$ cat src/rtl/mem_stage_ctrl.sv
// mem_stage_ctrl
//   Sequences the MEM stage against a variable-latency data memory using a
//   req/ack handshake. It holds the pipeline (StallM) until each load or store
//   completes. Load data returns to the MEM/WB register, and misaligned or
//   aborted accesses are flagged with a one-cycle error pulse.
//
//   Optional build macro: MEM_TIMEOUT_EN
//     When defined, a BUSY watchdog aborts an access after TIMEOUT cycles
//     without mem_ack.
//
// Ports
//   clk, rst      rising-edge clock, asynchronous active-high reset
//   MemtoRegM     load in the MEM stage
//   MemWriteM     store in the MEM stage (wins if MemtoRegM is also set)
//   ALUOutM       byte address
//   WriteDataM    store data
//   mem_req       bus request (registered)
//   mem_we        bus write enable (registered)
//   mem_addr      bus address (registered)
//   mem_wdata     bus write data (registered)
//   mem_ack       bus completion, one cycle per request
//   mem_rdata     bus read data, valid with mem_ack
//   ReadDataM     captured load data (registered)
//   StallM        pipeline stall (combinational)
//   MemErrM       one-cycle error pulse (registered)
module mem_stage_ctrl #(
  parameter int DATA_W  = 32,
  parameter int ADDR_W  = 32,
  parameter int TIMEOUT = 255,
  parameter int TO_W    = 8
) (
  input  logic              clk,
  input  logic              rst,
  input  logic              MemtoRegM,
  input  logic              MemWriteM,
  input  logic [ADDR_W-1:0] ALUOutM,
  input  logic [DATA_W-1:0] WriteDataM,
  output logic              mem_req,
  output logic              mem_we,
  output logic [ADDR_W-1:0] mem_addr,
  output logic [DATA_W-1:0] mem_wdata,
  input  logic              mem_ack,
  input  logic [DATA_W-1:0] mem_rdata,
  output logic [DATA_W-1:0] ReadDataM,
  output logic              StallM,
  output logic              MemErrM
);

  // The watchdog compare needs TIMEOUT to be nonzero and to fit the counter.
  if (TIMEOUT < 1 || TIMEOUT >= (2 ** TO_W)) begin : g_to_range
    $error("mem_stage_ctrl: TIMEOUT must be nonzero and fit in TO_W bits");
  end

  typedef enum logic [1:0] {IDLE, BUSY, DONE} state_t;

  state_t state, state_nx;
  logic   access, aligned, to_hit;

  assign access  = MemtoRegM | MemWriteM;
  assign aligned = (ALUOutM[1:0] == 2'b00);

`ifdef MEM_TIMEOUT_EN
  // Counts BUSY cycles without ack. It is held at zero in IDLE, so it always
  // starts from zero on the first BUSY cycle. A hit on the cycle where the
  // count is TIMEOUT-1 aborts after exactly TIMEOUT BUSY cycles.
  logic [TO_W-1:0] to_cnt;

  always_ff @(posedge clk or posedge rst) begin
    if (rst)                           to_cnt <= '0;
    else if (state == IDLE)            to_cnt <= '0;
    else if (state == BUSY && !mem_ack) to_cnt <= to_cnt + 1'b1;
  end

  assign to_hit = (state == BUSY) && !mem_ack && (to_cnt == TO_W'(TIMEOUT - 1));
`else
  assign to_hit = 1'b0;
`endif

  // State register
  always_ff @(posedge clk or posedge rst) begin
    if (rst) state <= IDLE;
    else     state <= state_nx;
  end

  // Next-state logic
  always_comb begin
    state_nx = state;
    case (state)
      IDLE:    if (access) state_nx = aligned ? BUSY : DONE;
      BUSY:    if (mem_ack || to_hit) state_nx = DONE;
      DONE:    state_nx = IDLE;
      default: state_nx = IDLE;
    endcase
  end

  // Output logic. StallM is released in DONE so that EX/MEM advances on that
  // edge. It is forced low while rst is asserted.
  always_comb begin
    StallM = 1'b0;
    if (!rst) begin
      case (state)
        IDLE:    StallM = access;
        BUSY:    StallM = 1'b1;
        default: StallM = 1'b0;
      endcase
    end
  end

  // Registered bus and result outputs. mem_we doubles as the load/store
  // marker while BUSY: it is latched from MemWriteM on issue, so !mem_we
  // means the pending access is a load.
  always_ff @(posedge clk or posedge rst) begin
    if (rst) begin
      mem_req   <= 1'b0;
      mem_we    <= 1'b0;
      mem_addr  <= '0;
      mem_wdata <= '0;
      ReadDataM <= '0;
      MemErrM   <= 1'b0;
    end else begin
      MemErrM <= 1'b0;
      case (state)
        IDLE: begin
          if (access) begin
            if (aligned) begin
              mem_req   <= 1'b1;
              mem_we    <= MemWriteM;
              mem_addr  <= ALUOutM;
              mem_wdata <= WriteDataM;
            end else begin
              MemErrM   <= 1'b1;
              ReadDataM <= '0;
            end
          end
        end
        BUSY: begin
          if (mem_ack) begin
            mem_req <= 1'b0;
            mem_we  <= 1'b0;
            if (!mem_we) ReadDataM <= mem_rdata;
          end else if (to_hit) begin
            mem_req   <= 1'b0;
            mem_we    <= 1'b0;
            MemErrM   <= 1'b1;
            ReadDataM <= '0;
          end
        end
        default: ;
      endcase
    end
  end

endmodule

$ cat config.mk
export PLATFORM = sky130hd
export DESIGN_NAME = mem_stage_ctrl
export DESIGN_NICKNAME = d
export VERILOG_FILES = /design/src/rtl/mem_stage_ctrl.sv
export SDC_FILE = /design/constraint.sdc
export NUM_CORES = 1
export LEC_CHECK = 0
export CORE_MARGIN = 5
export CORE_UTILIZATION = 50
export DETAILED_ROUTE_END_ITERATION = 8
export DONT_BUFFER_PORTS = 1
export GPL_TIMING_DRIVEN = 1
export PLACE_DENSITY = 0.62
export REMOVE_ABC_BUFFERS = 1
export SLEW_MARGIN = 20
export SYNTH_ARGS = -nofsm -noshare
export SYNTH_HDL_FRONTEND = slang
export SYNTH_SLANG_ARGS = --single-unit
$ cat constraint.sdc
create_clock -name clk -period 3.95 [get_ports clk]
set_input_delay 0.395 -clock clk [delete_from_list [all_inputs] [get_ports clk]]
set_output_delay 0.395 -clock clk [all_outputs]
set_load 0.1 [all_outputs]
# Word-level counts from Yosys, hierarchy flattened
# Cells that the tools add are included.
op_classes:
  add_sub_neg: 0
  multipliers: 0
  div_mod_pow: 0
  magnitude_cmp: 0
  eq_ne: 6
  shifts: 0
  n_mux: 21
  n_bitwise: 1
  n_reduce_logical: 7
ops:
  columns: ["op", "count"]
  rows:
  - ["2-to-1 mux 32 bit", 4]
  - ["one-hot mux 32 bit (2 select lines)", 1]
  - ["inequality test 2 bit (second input constant)", 5]
  - ["2-to-1 mux 1 bit", 9]
  - ["2-to-1 mux 2 bit", 3]
  - ["one-hot mux 1 bit (2 select lines)", 3]
  - ["AND reduction 5 bit", 1]
  - ["zero test 2 bit", 2]
  - ["one-hot mux 2 bit (2 select lines)", 1]
  - ["AND reduction 4 bit", 1]
  - ["AND reduction 3 bit", 1]
  - ["== test 2 x 1 -> 1 bit (second input constant)", 1]
  - ["AND reduction 2 bit", 1]
  - ["nonzero test 2 bit", 1]
  - ["OR 1 bit", 1]
word_totals:
  ff_bits: 101
  latchBits: 0
  ram_bits: 0
  mem_bits_ro: 0
  in_bits: 101
  output_inout_bits: 100
  n_memories: 0

# Longest topological paths before layout
logic_depth:
  depth_word: 4
  depth_mapped: 5
  mapped_depth_nobuf: 3

# Worst setup path before layout
# Ideal clock, no wire load.
synth_timing:
  path_type: "register -> output"
  from: "register state[0]"
  to: "output StallM"
  arrival_time_ps: 2585
  required_ps: 3555
  path_slack_ps: 970
  stages_incl_launch_ff: 3
  n_path_buf: 0
  cell_sequence: "dfrtp_1 > nor3_1 > nor3_1"
synth_via:
  elab_chain_cells: 3
  elab_cells_between_ends: 4
  classes_between: "eq/ne (1); mux (2); reduce/logical (1)"
synth_lines:
  columns: ["item", "line", "text"]
  rows:
  - ["start, declared", "56", "state_t state, state_nx;"]
  - ["start signal, assigned", "82", "else state <= state_nx;"]
  - ["== test 2 x 1 -> 1 bit or zero test 2 bit (tied branches)", "101", "case (state)"]
  - ["one-hot mux 1 bit (2 select lines) *", "101", null]
  - ["2-to-1 mux 1 bit *", "100", "if (!rst) begin"]
  - ["end, declared", "45", "output logic StallM,"]
# Mark *: on every way between the ends. The rest lies on a longest branch, timed or not.

# Worst setup path in the final report
layout_timing:
  from: "register state[1]"
  to: "register mem_wdata[25]"
layout_via:
  elab_chain_cells: 2
layout_lines:
  columns: ["item", "line", "text"]
  rows:
  - ["zero test 2 bit", "122", "case (state)"]
  - ["AND reduction 3 bit (no source line)", null, null]
  - ["end signal, assigned", "129", "mem_wdata <= WriteDataM;"]
  - ["end, declared", "41", "output logic [DATA_W-1:0] mem_wdata,"]
# No other way between the ends.
# A chain may end at the register's enable or synchronous reset.

==> flow_metrics.tcl <==
set metrics [dict create \
    status "completed" \
    core_um2 8217 \
    critPathMaxFanout 25 \
    antenna_found_initial 0 \
    clk_pin_slew_ns 0.10 \
    final_common_cell "dfrtp_1" \
    post_cts_resized 0 \
    grtUsageTotal_pct 16.76 \
    worst_clock_skew_ns 0.01342 \
    pin_count 201 \
    grt.overflow.total 0 \
    fmax_mhz 427.3 \
    die_area_um2 10340 \
    routed_wl_um 8956 \
    fin_tns_setup_ns 0 \
    rows 33 \
    clk_latency_ns 0.35 \
    clockBufferDepth 2 \
    fp.dieH_um 101.7 \
    layout_common_cells "dfrtp_1, nand2_1, mux2_4" \
    crit_type "flop to flop" \
    synth_cell_types 25 \
    area_growth_pct 5.714 \
    grt_start_max_net_pins 73 \
    ys_seq_elements 101 \
    drtIter0Drc 42 \
    final_util_pct 54.09 \
    cts_tree "yes" \
    slew_violations 0 \
    hold_path.class "input pin to async pin" \
    wl_per_cell_um 21.84 \
    nets 402 \
    syn_area_um2 4204 \
    first_global_vias 2358 \
    r2r-end "mem_wdata[25]" \
    postCtsHoldBufs 0 \
    place_hpwl_um 6412 \
    cp.arrival_ns 2.56 \
    ys_seq_area_share_pct 60.12 \
    rsz0062_at_grt "false" \
    syn_inst 301 \
    diodes 0 \
    initial_core_util_pct 51.16 \
    required_ns 4.17 \
    grt_pass1_wl_um 13240 \
    drc_errors 0 \
    clockRootBuffer "clkbuf_8" \
    finalSetupViolations 0 \
    postCtsSetupRepairBufs 0 \
    fin_crit_ns 2.340 \
    finalCritPeriodShare_pct 59.25 \
    cp-end-kind "flop" \
    maxSlewHeadroom_pct 29.46 \
    r2r_start "state[1]" \
    place_congestion 0.7632 \
    viasPerCell 5.422 \
    cts_made_buffers 9 \
    clkSinkCount 101 \
    die_x_um 101.7 \
    synth_area_per_cell_um2 13.97 \
    firstDrtPassIters 4 \
    postRouteAntennaNets 0 \
    port_buffers 0 \
    tightest_slew_ns 1.058 \
    dr_total_vias 2223 \
    cp-start-kind "flop" \
    ys_warn_count 0 \
    htree_levels 3 \
    layout-drive-gt1-share_pct 29.84 \
    worst-r2r-cell-count 4 \
    rrSetupSlack_ns 1.61 \
    cap_violations 0 \
    finalHoldViolCount 0 \
]
how the worst max path moves through the flow:
stage,start,endpoint,slack [ns],depth (start not counted)
6_report,state[1],mem_wdata[25],1.61,4
5_1_grt,state[1],mem_wdata[25],1.49,4
4_1_cts,state[1],mem_wdata[25],1.59,4
3_5_place_dp,state[1],mem_addr[6],1.62,4
3_3_place_gp,state[1],mem_addr[14],1.71,4
2_1_floorplan,mem_we,ReadDataM[12],0.44,3
per-stage QoR:
stage / std cells / hold slack, ns / setup slack (ns) / cell area [um2]
final: 410 / 0.08649 / 1.610 / 4444
after global placement: 395 / 0.5068 / 1.711 / 4247
after CTS: 410 / 0.1095 / 1.595 / 4444
after floorplan: 283 / 0.5023 / 0.4417 / 4020
after global routing: 410 / 0.1309 / 1.491 / 4444
after detailed placement: 395 / 0.5099 / 1.621 / 4247
state kept, by name, summed over array words and instances (netlist names):
register and cells:
MemErrM 1, mem_we 1, mem_wdata 32, mem_addr 32, state 2, mem_req 1, ReadDataM 32
critical path, cell delays in order, from the launching register on:
cell	delay, ns
dfrtp_1	0.51
nor4_4	0.33
and2b_4	0.54
buf_4	0.47
mux2_4	0.34
cell type report:
class                           instances  area (um2)
Sequential cell                       101        2527
Inverter                                2       10.01
Tap cell                              105       131.4
Clock inverter                          5       60.06
Clock buffer                           10       137.6
Multi-Input combinational cell        180        1508
Timing Repair Buffer                    7       70.07
Fill cell                             674        3772
kinds of logic (layout without fill, tap and decap cells):
kind of cell,after synthesis,in the layout,synth area share (%)
mux,62,62,21.87
flops,101,101,60.12
compound gates,37,37,4.702
buf+inv,20,24,4.554
simple gates,81,81,8.750
cell usage after synthesis (all sizes together):
| cell type | number | area [um2] |
|---|---|---|
| o21ai | 34 | 170.2 |
| or2 | 1 | 6.260 |
| nand2 | 64 | 240.2 |
| a211o | 2 | 17.52 |
| and2 | 2 | 12.51 |
| nand2b | 1 | 6.260 |
| nor4bb | 1 | 10.01 |
| dfrtp | 101 | 2527 |
| nor3 | 5 | 30.03 |
| and2b | 1 | 7.510 |
| nand4bb | 1 | 11.26 |
| buf | 14 | 166.4 |
| a221o | 1 | 10.01 |
| inv | 2 | 7.510 |
| mux2 | 62 | 919.6 |
| nor4 | 1 | 21.27 |
| nor3b | 2 | 15.01 |
| clkbuf | 4 | 17.52 |
| nor2 | 2 | 7.510 |
metal layers:
metal	vias to the layer above	GRT usage, %	wire length, um
met2	141	25.86	4117
met3	10	8.884	1483
met1	1061	20.55	3255
li1	1011	-	-
met5	-	0	0
met4	0	4.908	99
Power is not shown: default switching activity piles up to over one toggle a cycle in this logic, so the estimate is an artifact.
==> RTL edit: new RTL, config.mk and constraints unchanged <==
Change the parameter `ADDR_W` from 32 to 16.
--- a/src/rtl/mem_stage_ctrl.sv
+++ b/src/rtl/mem_stage_ctrl.sv
@@ -26,5 +26,5 @@
 module mem_stage_ctrl #(
   parameter int DATA_W  = 32,
-  parameter int ADDR_W  = 32,
+  parameter int ADDR_W  = 16,
   parameter int TIMEOUT = 255,
   parameter int TO_W    = 8
Ports: changed (resized ALUOutM and mem_addr); port bits go from 201 to 169. The function was not compared with the original's and may differ.
==> RTL edit against the unedited design <==
Wire length down 19%; global-route usage up 0.65 points; worst setup slack better by 0.24 ns; area after synthesis down 19%; sequential cell count down 16; final area down 17%; critical path type unchanged; largest cell class unchanged; highest routed layer unchanged.
Power is not shown: default switching activity piles up to over one toggle a cycle in this logic, so the estimate is an artifact.
==> RTL edit: results <==
group,metric,value,unit
outcome,status,"complete, no violations",
placed_design,hpwl,5095,um
worst_hold_path,worstHoldPathType,"input pin to asynchronous set/reset pin",
yosys,synth.avg_cell_area,12.81,um2
route,wirelength,7270,um
placed_design,placedCellCount,337,
placed_design,place.gp.congestion,0.7012,
clocking,cts_buffers,9,
timing,finalClockSkew,0.009713,ns
timing,slew_headroom,29.72,%
yosys,synth_commonest_cells,"85 x dfrtp_1, 64 x nand2_1, 30 x o21ai_0",
clocking,htree_num_levels,3,
clocking,clockBufferDepth,2,
finish,drive_above_1_share,23.81,%
clocking,cts.repair.resized,0,
yosys,yosys.cell_count.top_type,"dfrtp_1",
route,via_per_inst,5.598,
route,wl_per_cell,20.59,um
yosys,seq_area_frac_synth,62.20,%
global_route,first_global_vias,2141,
placed_design,port_buffers,0,
yosys,synth-warning-count,0,
clocking,cts_setup_buffers,0,
yosys,synth_async_sr_flop_share,100.0,%
global_route,grt_antenna_before_repair,0,
worst_setup_path,critical_path_peak_fanout,47,
finish,num_antenna_cells,0,
finish,final_nets,353,
finish,top_regs,"ReadDataM: 32 flops, mem_wdata: 32 flops, mem_addr: 16 flops",
yosys,netlist_top_cells_area,"dfrtp_1 62%, mux2_4 8.8%, nand2_1 7.0%, mux2_2 5.6%, o21ai_0 4.4%",
yosys,synth_cell_type_count,28,
yosys,synth_top_flop_cell,"dfrtp_1",
route,drt_iter0_drc,59,
global_route,grt_max_degree,60,
worst_setup_path,crit_path_start,"state[1]$_DFFE_PP0P_",
worst_setup_path,cp_data_arrival_time,2.32,ns
finish,fillers,560,
route,firstDrtPassIters,4,
clocking,cts.clk_slew.worst_paths,0.08,ns
global_route,grt_usage,17.42,%
global_route,grt_pass1_wl,11670,um
clocking,cts_root_buf,"clkbuf_8",
clocking,clk_latency,0.34,ns
## RTL edit: changes by cell type in the layout (fill, tap and decap cells not counted), moves of 2 or more
cell      delta
mux2_1       +9
clkbuf_8     +2
mux2_4      -39
dfrtp_1     -16
mux2_2      +14
## RTL edit: worst max-delay path: stages, from the launching register on
cell	delay (ns)
dfrtp_1	0.50
nor4_4	0.33
and2b_2	0.18
buf_4	0.52
mux2_2	0.41
## RTL edit: path summary, 6_finish.rpt
check | slack, ns | depth (start not counted) | endpoint
worst max-delay path | 1.85 | 4 | mem_addr[2]$_DFFE_PP0P_
worst min-delay path | 0.05 | 1 | state[0]$_DFFE_PP0P_
worst max register to register | 1.85 | 4 | mem_addr[2]$_DFFE_PP0P_
worst min register to register | 0.70 | 1 | state[1]$_DFFE_PP0P_
max in group asynchronous | 3.08 | 2 | ReadDataM[27]$_DFFE_PP0P_
min in group clk | 0.17 | 1 | state[0]$_DFFE_PP0P_
## RTL edit: final cells by class
type	count	area, um2	share of cell area [%]
clock inverters	3	42.54	1.153
repair buffers	6	62.56	1.695
inverters	2	10.01	0.2712
clock buffers	13	168.9	4.576
well taps	80	100.1	2.712
multi-input cells	164	1180	31.97
flip-flops and latches	85	2127	57.63
## RTL edit: logic make-up (layout without fill, tap and decap cells)
group | count (synthesis) | after routing | share of synthesized area (%)
mux | 46 | 46 | 17.34
compound gates | 37 | 37 | 5.781
flops | 85 | 85 | 62.20
simple gates | 81 | 81 | 10.76
buf+inv | 18 | 24 | 3.915
## RTL edit: through the flow
step                      worst slack, ns  cell area, um2
after floorplan                    0.4417            3293
after global placement              1.910            3478
after detailed placement            1.867            3478
after CTS                           1.843            3690
after global routing                1.744            3691
final                               1.847            3691
## RTL edit: per-layer routing
layer | track usage (%) | vias up | part of all wire [%]
met4 | 6.227 | 0 | 1.3
met2 | 26.10 | 128 | 45
met3 | 8.611 | 11 | 14
met5 | 0 | - | 0
met1 | 21.91 | 942 | 40
li1 | - | 895 | -
